**src/rtl/muldiv_pkg.sv**
```systemverilog
// Shared encodings for the multiply/divide sequencer: opcodes, FSM states, default latencies.
package muldiv_pkg;

  localparam logic [2:0] OP_MULT  = 3'd0;
  localparam logic [2:0] OP_MULTU = 3'd1;
  localparam logic [2:0] OP_DIV   = 3'd2;
  localparam logic [2:0] OP_DIVU  = 3'd3;
  localparam logic [2:0] OP_MTHI  = 3'd4;
  localparam logic [2:0] OP_MTLO  = 3'd5;

  localparam int MUL_LAT_DEF   = 2;
  localparam int DIV_ITERS_DEF = 32;

  typedef enum logic [1:0] {
    IDLE     = 2'd0,
    MUL_WAIT = 2'd1,
    DIV_RUN  = 2'd2,
    FINISH   = 2'd3
  } state_t;

endpackage

```
**src/rtl/muldiv_if.sv**
```systemverilog
// EX-stage to multiply/divide unit connection: request side and HI/LO/stall return side.
interface muldiv_if;
  logic        op_valid;
  logic [2:0]  op;
  logic [31:0] src_a;
  logic [31:0] src_b;
  logic        flush;
  logic        stall;
  logic        done;
  logic [31:0] hi;
  logic [31:0] lo;

  modport master (
    output op_valid, op, src_a, src_b, flush,
    input  stall, done, hi, lo
  );

  modport slave (
    input  op_valid, op, src_a, src_b, flush,
    output stall, done, hi, lo
  );
endinterface

```
**src/rtl/div_radix2.sv**
```systemverilog
// Unsigned restoring divider, one quotient bit per cycle; quotient/remainder outputs show
// the result of the step being taken this cycle, so the final values appear with last_iter.
module div_radix2 #(
  parameter int W = 32
) (
  input  logic         clk,
  input  logic         rst,
  input  logic         start,
  input  logic         kill,
  input  logic [W-1:0] dividend,
  input  logic [W-1:0] divisor,
  output logic [W-1:0] quotient,
  output logic [W-1:0] remainder,
  output logic         last_iter
);

  localparam int CNT_W = $clog2(W + 1);

  logic [W-1:0]     quo_p0;
  logic [W-1:0]     rem_p0;
  logic [W-1:0]     dvs_p0;
  logic [CNT_W-1:0] cnt;
  logic [W:0]       shifted;
  logic             ge;

  always_comb begin
    shifted   = {rem_p0, quo_p0[W-1]};
    ge        = (shifted >= {1'b0, dvs_p0});
    remainder = ge ? W'(shifted - {1'b0, dvs_p0}) : shifted[W-1:0];
    quotient  = {quo_p0[W-2:0], ge};
  end

  assign last_iter = (cnt == CNT_W'(1));

  // iteration stage: quotient bits shift in as dividend bits shift out
  always_ff @(posedge clk or posedge rst) begin
    if (rst) begin
      quo_p0 <= '0;
      rem_p0 <= '0;
      dvs_p0 <= '0;
      cnt    <= '0;
    end else if (kill) begin
      cnt <= '0;
    end else if (start) begin
      quo_p0 <= dividend;
      rem_p0 <= '0;
      dvs_p0 <= divisor;
      cnt    <= CNT_W'(W);
    end else if (cnt != '0) begin
      quo_p0 <= quotient;
      rem_p0 <= remainder;
      cnt    <= cnt - CNT_W'(1);
    end
  end

endmodule

```
**src/rtl/muldiv_ctrl.sv**
```systemverilog
// Multiply/divide sequencer beside the EX ALU: stalls the pipe during MULT/DIV, owns HI/LO,
// and abandons an in-flight operation on flush without touching HI/LO.
module muldiv_ctrl
  import muldiv_pkg::*;
#(
  parameter int MUL_LAT   = MUL_LAT_DEF,
  parameter int DIV_ITERS = DIV_ITERS_DEF
) (
  input logic     clk,
  input logic     rst,
  muldiv_if.slave bus
);

  localparam int MCNT_W = $clog2(MUL_LAT + 1);

  state_t              state, state_nxt;
  logic                stall_c, issue_mul, issue_div, wr_hi, wr_lo;
  logic                mul_commit, div_commit;
  logic [MCNT_W-1:0]   mul_cnt;
  logic [31:0]         hi_r, lo_r;
  logic                q_neg, r_neg, is_div_s;
  logic [31:0]         a_mag, b_mag;
  logic signed [32:0]  mul_a_p0, mul_b_p0;
  logic                vld_p0;
  logic [63:0]         mul_full, mul_res;
  logic                mul_res_vld;
  logic [31:0]         div_quo, div_rem;
  logic                div_last;

  function automatic logic [31:0] sign_fix(input logic [31:0] mag, input logic neg);
    return neg ? (~mag + 32'd1) : mag;
  endfunction

  always_comb begin
    is_div_s = (bus.op == OP_DIV);
    a_mag    = sign_fix(bus.src_a, is_div_s & bus.src_a[31]);
    b_mag    = sign_fix(bus.src_b, is_div_s & bus.src_b[31]);
  end

  always_comb begin
    state_nxt  = state;
    stall_c    = 1'b0;
    issue_mul  = 1'b0;
    issue_div  = 1'b0;
    wr_hi      = 1'b0;
    wr_lo      = 1'b0;
    mul_commit = 1'b0;
    div_commit = 1'b0;
    case (state)
      IDLE: begin
        if (bus.op_valid && !bus.flush) begin
          case (bus.op)
            OP_MTHI: wr_hi = 1'b1;
            OP_MTLO: wr_lo = 1'b1;
            OP_MULT, OP_MULTU: begin
              stall_c   = 1'b1;
              issue_mul = 1'b1;
              state_nxt = MUL_WAIT;
            end
            OP_DIV, OP_DIVU: begin
              stall_c = 1'b1;
              if (bus.src_b == '0) begin
                state_nxt = FINISH;
              end else begin
                issue_div = 1'b1;
                state_nxt = DIV_RUN;
              end
            end
            default: ;
          endcase
        end
      end
      MUL_WAIT: begin
        stall_c = 1'b1;
        if (bus.flush) begin
          state_nxt = IDLE;
        end else if (mul_cnt == MCNT_W'(1)) begin
          mul_commit = mul_res_vld;
          state_nxt  = FINISH;
        end
      end
      DIV_RUN: begin
        stall_c = 1'b1;
        if (bus.flush) begin
          state_nxt = IDLE;
        end else if (div_last) begin
          div_commit = 1'b1;
          state_nxt  = FINISH;
        end
      end
      FINISH: state_nxt = IDLE;
      default: state_nxt = IDLE;
    endcase
  end

  // operand stage: latch multiplier inputs and divide sign flags at issue
  always_ff @(posedge clk or posedge rst) begin
    if (rst) begin
      state    <= IDLE;
      mul_cnt  <= '0;
      mul_a_p0 <= '0;
      mul_b_p0 <= '0;
      vld_p0   <= 1'b0;
      q_neg    <= 1'b0;
      r_neg    <= 1'b0;
    end else begin
      state  <= state_nxt;
      vld_p0 <= issue_mul;
      if (issue_mul) begin
        mul_cnt  <= MCNT_W'(MUL_LAT);
        mul_a_p0 <= {(bus.op == OP_MULT) & bus.src_a[31], bus.src_a};
        mul_b_p0 <= {(bus.op == OP_MULT) & bus.src_b[31], bus.src_b};
      end else if (state == MUL_WAIT) begin
        mul_cnt <= bus.flush ? '0 : mul_cnt - MCNT_W'(1);
      end
      if (issue_div) begin
        q_neg <= is_div_s & (bus.src_a[31] ^ bus.src_b[31]);
        r_neg <= is_div_s & bus.src_a[31];
      end
    end
  end

  assign mul_full = 64'(mul_a_p0) * 64'(mul_b_p0);

  if (MUL_LAT == 1) begin : g_mul_comb
    assign mul_res     = mul_full;
    assign mul_res_vld = vld_p0;
  end else begin : g_mul_pipe
    logic [63:0]        prod_p [MUL_LAT-1];
    logic [MUL_LAT-2:0] vld_p;

    // product stages: valid chain is dropped on flush so a cancelled multiply never commits
    always_ff @(posedge clk or posedge rst) begin
      if (rst) begin
        vld_p <= '0;
        for (int i = 0; i < MUL_LAT - 1; i++) prod_p[i] <= '0;
      end else begin
        vld_p[0]  <= vld_p0 & ~bus.flush;
        prod_p[0] <= mul_full;
        for (int i = 1; i < MUL_LAT - 1; i++) begin
          vld_p[i]  <= vld_p[i-1] & ~bus.flush;
          prod_p[i] <= prod_p[i-1];
        end
      end
    end

    assign mul_res     = prod_p[MUL_LAT-2];
    assign mul_res_vld = vld_p[MUL_LAT-2];
  end

  div_radix2 #(.W(DIV_ITERS)) u_div (
    .clk       (clk),
    .rst       (rst),
    .start     (issue_div),
    .kill      (bus.flush),
    .dividend  (a_mag),
    .divisor   (b_mag),
    .quotient  (div_quo),
    .remainder (div_rem),
    .last_iter (div_last)
  );

  // commit stage: HI/LO architectural state
  always_ff @(posedge clk or posedge rst) begin
    if (rst) begin
      hi_r <= '0;
      lo_r <= '0;
    end else if (mul_commit) begin
      {hi_r, lo_r} <= mul_res;
    end else if (div_commit) begin
      lo_r <= sign_fix(div_quo, q_neg);
      hi_r <= sign_fix(div_rem, r_neg);
    end else if (wr_hi) begin
      hi_r <= bus.src_a;
    end else if (wr_lo) begin
      lo_r <= bus.src_a;
    end
  end

  assign bus.stall = stall_c;
  assign bus.done  = (state == FINISH);
  assign bus.hi    = hi_r;
  assign bus.lo    = lo_r;

endmodule

```
**src/flat_wrapper.sv**
```systemverilog
// flat-port wrapper written by rule: the top's interface ports become plain ports
module muldiv_ctrl_flat import muldiv_pkg::*;
#(
  parameter int MUL_LAT   = MUL_LAT_DEF,
  parameter int DIV_ITERS = DIV_ITERS_DEF
)
  (clk, rst, bus_op_valid, bus_op, bus_src_a, bus_src_b, bus_flush, bus_stall, bus_done, bus_hi, bus_lo);
  muldiv_if bus_i ();
  input logic clk;
  input logic rst;
  input wire logic [$bits(bus_i.op_valid)-1:0] bus_op_valid;
  input wire logic [$bits(bus_i.op)-1:0] bus_op;
  input wire logic [$bits(bus_i.src_a)-1:0] bus_src_a;
  input wire logic [$bits(bus_i.src_b)-1:0] bus_src_b;
  input wire logic [$bits(bus_i.flush)-1:0] bus_flush;
  output wire logic [$bits(bus_i.stall)-1:0] bus_stall;
  output wire logic [$bits(bus_i.done)-1:0] bus_done;
  output wire logic [$bits(bus_i.hi)-1:0] bus_hi;
  output wire logic [$bits(bus_i.lo)-1:0] bus_lo;
  assign bus_i.op_valid = bus_op_valid;
  assign bus_i.op = bus_op;
  assign bus_i.src_a = bus_src_a;
  assign bus_i.src_b = bus_src_b;
  assign bus_i.flush = bus_flush;
  assign bus_stall = bus_i.stall;
  assign bus_done = bus_i.done;
  assign bus_hi = bus_i.hi;
  assign bus_lo = bus_i.lo;
  muldiv_ctrl #(.MUL_LAT(MUL_LAT), .DIV_ITERS(DIV_ITERS)) u_core (.clk(clk), .rst(rst), .bus(bus_i));
endmodule
```
**config.mk**
```make
export PLATFORM = sky130hd
export DESIGN_NAME = muldiv_ctrl_flat
export DESIGN_NICKNAME = d
export VERILOG_FILES = /design/src/rtl/muldiv_pkg.sv /design/src/rtl/muldiv_if.sv /design/src/rtl/div_radix2.sv /design/src/rtl/muldiv_ctrl.sv /design/src/flat_wrapper.sv
export SDC_FILE = /design/constraint.sdc
export NUM_CORES = 2
export LEC_CHECK = 0
export ABC_AREA = 1
export BUFFER_PORTS_ARGS = -buffer_cell sky130_fd_sc_hd__buf_2
export CAP_MARGIN = 10
export CORE_MARGIN = 4
export CORE_UTILIZATION = 45
export DETAILED_ROUTE_END_ITERATION = 10
export HOLD_SLACK_MARGIN = 0.08
export SLEW_MARGIN = 20
export SYNTH_ARGS = -nofsm -noshare
export SYNTH_HDL_FRONTEND = slang
export SYNTH_SLANG_ARGS = --single-unit
```
**constraint.sdc**
```tcl
create_clock -name clk -period 10.7 [get_ports clk]
set_clock_uncertainty 0.05 [all_clocks]
set_input_delay 2.14 -clock clk [delete_from_list [all_inputs] [get_ports clk]]
set_output_delay 2.14 -clock clk [all_outputs]
set_load 0.02 [all_outputs]
```
==> reports/qor.yml <==
final_cell_area_mm2: 0.06103
whs_path_depth: 2
grt_pass1_wl_um: 290300
syn_inst: 7394
r2r-start: "u_core.mul_b_p0[12]"
min_path_type: "reg -> reg"
initialDrtViolationCount: 3588
nets: 8771
avgSynthCellArea_um2: 7.773
post_cts_resized: 0
numCtsBuffers: 36
path_buf_inv: 6
clk_latency_ns: 0.57
timing.rr.end: "u_core.g_mul_pipe.prod_p[60]"
overflow: 0
min_period_ns: 8.674
drv_cap: 0
routedWlPerCell_um: 20.79
die_h_um: 365.4
fp.coreArea_mm2: 0.1262
cp_slowest_stage_delay_ns: 0.85
drc_errors: 0
num_vias: 46590
fp-row-count: 130
seq_area_frac_synth: 0.1324
cp_max_fo: 19
drive_gt1_frac: 0.05773
placed_area_mm2: 0.05969
cts.clk_slew.worst_paths_ns: 0.07
crit_chain: "buf_4, nand2_1, fa_1, fa_1, inv_1, fa_1, inv_1, fa_1, inv_1, fa_1, inv_1, fa_1, fa_1, fa_1, inv_1, ha_1, a21oi_1, o21ai_0, a221oi_1, o211ai_1, xor2_1"
slew_violations: 0
synth_seq_cells: 304
synth_common_cells: "2030 x inv_1, 1896 x nand2_1, 1126 x fa_1"
synth-edff-count: 0
cts_setup_buffers: 0
yosys_warnings: 0
netlist_top_cells_area: "fa_1 39%, inv_1 13%, dfrtp_1 13%"
ys.flop_type: "dfrtp_1"
synth_area_leader_cell: "fa_1"
synthDominantCellAreaShare: 0.3922
required_ns: 11.11
h-tree-depth: 2
grt_max_degree: 153
status: "completed"
setup_viol: 0
syn_area_mm2: 0.05747
wl_um: 187000
cts-root-buf: "clkbuf_16"
drtPass1Iterations: 6
syn-num-nets: 8846
n_fill_cell: 12580
whs_ns: 0.4194
ios: 137
track_usage: 0.2868
rsz0062_at_grt: "no"
start_util: 0.4553
cts_sinks: 304
rrSetupSlack_ns: 2.03
fp.dieW_um: 365.4
cts_tree: "built"
finalWeightedCongestion: 0.9865
async_reset_ff_frac: 1.000
cts_hold_buf: 0
hp-start: "u_core.vld_p0"
hold_path_end: "u_core.g_mul_pipe.vld_p"
path_common_cell: "fa_1"
clock_path_buffers: 3
cpMaxStageDelayCell: "dfrtp_1"
grt_pass1_vias: 48760
portBuffers: 136
cp_top_family: "adder cells"
period_share: 0.8107
relSlewSlack: 0.2009
fin_tns_setup_ns: 0
yosysMostFrequentCell: "inv_1"
tightest_slew_ns: 1.199
rr_worst_depth: 21
endpoint_kind: "register"
antenna_found_initial: 5
dieArea_mm2: 0.1335
crit_type: "reg -> reg"
area_delta_synth_final_pct: 6.198
postRouteAntennaNets: 0
timing.final.hold_violations: 0
routed_via_density: 5.179
fmax_mhz: 115.3
start_kind: "register"
place_hpwl_um: 151700
cp.arrival_ns: 9.08
synth_cell_types: 56
## area by class of cell
cell class,instances,area [um^2],share of cell area
tap,1650,2064,0.03383
antenna,2,5.005,0.00008200
multi-input combinational,4678,40780,0.6681
timing repair buffer,246,1551,0.02542
clock buffer,48,1039,0.01702
inverter,2053,7714,0.1264
sequential,304,7611,0.1247
clock inverter,15,271.5,0.004449
## metrics by stage
stage | std cells | utilization | setup slack [ns]
after floorplan | 7394 | - | 0.1074
after global placement | 8930 | 0.4729 | 2.089
after detailed placement | 8930 | 0.4729 | 2.052
after CTS | 8993 | 0.4833 | 2.044
after global routing | 8994 | 0.4835 | 1.625
final | 8996 | 0.4835 | 2.026
## worst register-to-register path: cells and delay by family (launching register included)
| kind | cells | cell delay (ns) |
|---|---|---|
| AOI/OAI and AO/OA | 4 | 1.04 |
| xor gates and xnor gates | 1 | 0.29 |
| adders and majority gates | 9 | 5.06 |
| buffers and inverters | 6 | 1.06 |
| DFF | 1 | 0.85 |
| and+or+nand+nor | 1 | 0.24 |
## layer usage
layer | part of all wire | GRT usage
met5 | 0.000070 | 0
met4 | 0.035 | 0.08517
met3 | 0.061 | 0.03120
met2 | 0.49 | 0.4882
met1 | 0.42 | 0.3888
## worst max-delay path by stage
stage / from / endpoint / slack [ns] / depth (start not counted)
after floorplan: rst / u_core.bus.hi[0] / 0.11 / 1
after global placement: u_core.mul_b_p0[12] / u_core.g_mul_pipe.prod_p[60] / 2.09 / 21
after detailed placement: u_core.mul_b_p0[12] / u_core.g_mul_pipe.prod_p[60] / 2.05 / 21
after CTS: u_core.mul_b_p0[12] / u_core.g_mul_pipe.prod_p[60] / 2.04 / 21
after global routing: u_core.mul_b_p0[12] / u_core.g_mul_pipe.prod_p[61] / 1.63 / 28
final: u_core.mul_b_p0[12] / u_core.g_mul_pipe.prod_p[60] / 2.03 / 21
## flip-flops by register name (all words and copies together) (netlist names)
| register | count |
|---|---|
| u_core.bus.hi | 32 |
| u_core.u_div.cnt | 6 |
| u_core.r_neg | 1 |
| u_core.bus.lo | 32 |
| u_core.u_div.quo_p0 | 32 |
| u_core.g_mul_pipe.vld_p | 1 |
| u_core.vld_p0 | 1 |
| u_core.u_div.dvs_p0 | 32 |
| u_core.g_mul_pipe.prod_p | 64 |
| u_core.u_div.rem_p0 | 32 |
| u_core.mul_cnt | 2 |
| u_core.mul_a_p0 | 33 |
| u_core.mul_b_p0 | 33 |
| u_core.q_neg | 1 |
| u_core.state | 2 |
## kinds of logic after synthesis
logic type | count (synthesis) | synth area share
compound gates | 642 | 0.06148
fa+ha+maj | 1381 | 0.4477
xor+xnor | 156 | 0.02377
flops | 304 | 0.1324
simple gates | 2498 | 0.1757
buf+inv | 2412 | 0.1588
mux | 1 | 0.0001742
## layout by cell type, fill, tap and decap left out, drive strengths merged, types with 2 or more instances in the layout
cell	instances
a211oi	3
a21boi	2
a21o	9
a21oi	178
a221oi	2
a31oi	29
and2	2
and3	5
buf	246
bufinv	7
clkbuf	48
clkinv	8
dfrtp	304
diode	2
fa	1126
ha	255
inv	2052
nand2	1926
nand3	169
nand3b	2
nand4	37
nor2	286
nor3	47
nor4	11
o211ai	26
o21a	12
o21ai	318
o21bai	6
o221ai	5
o22ai	36
o311ai	2
o31ai	11
or2	13
xnor2	59
xor2	97
Power is not shown: default switching activity piles up to over one toggle a cycle in this logic, so the estimate is an artifact.
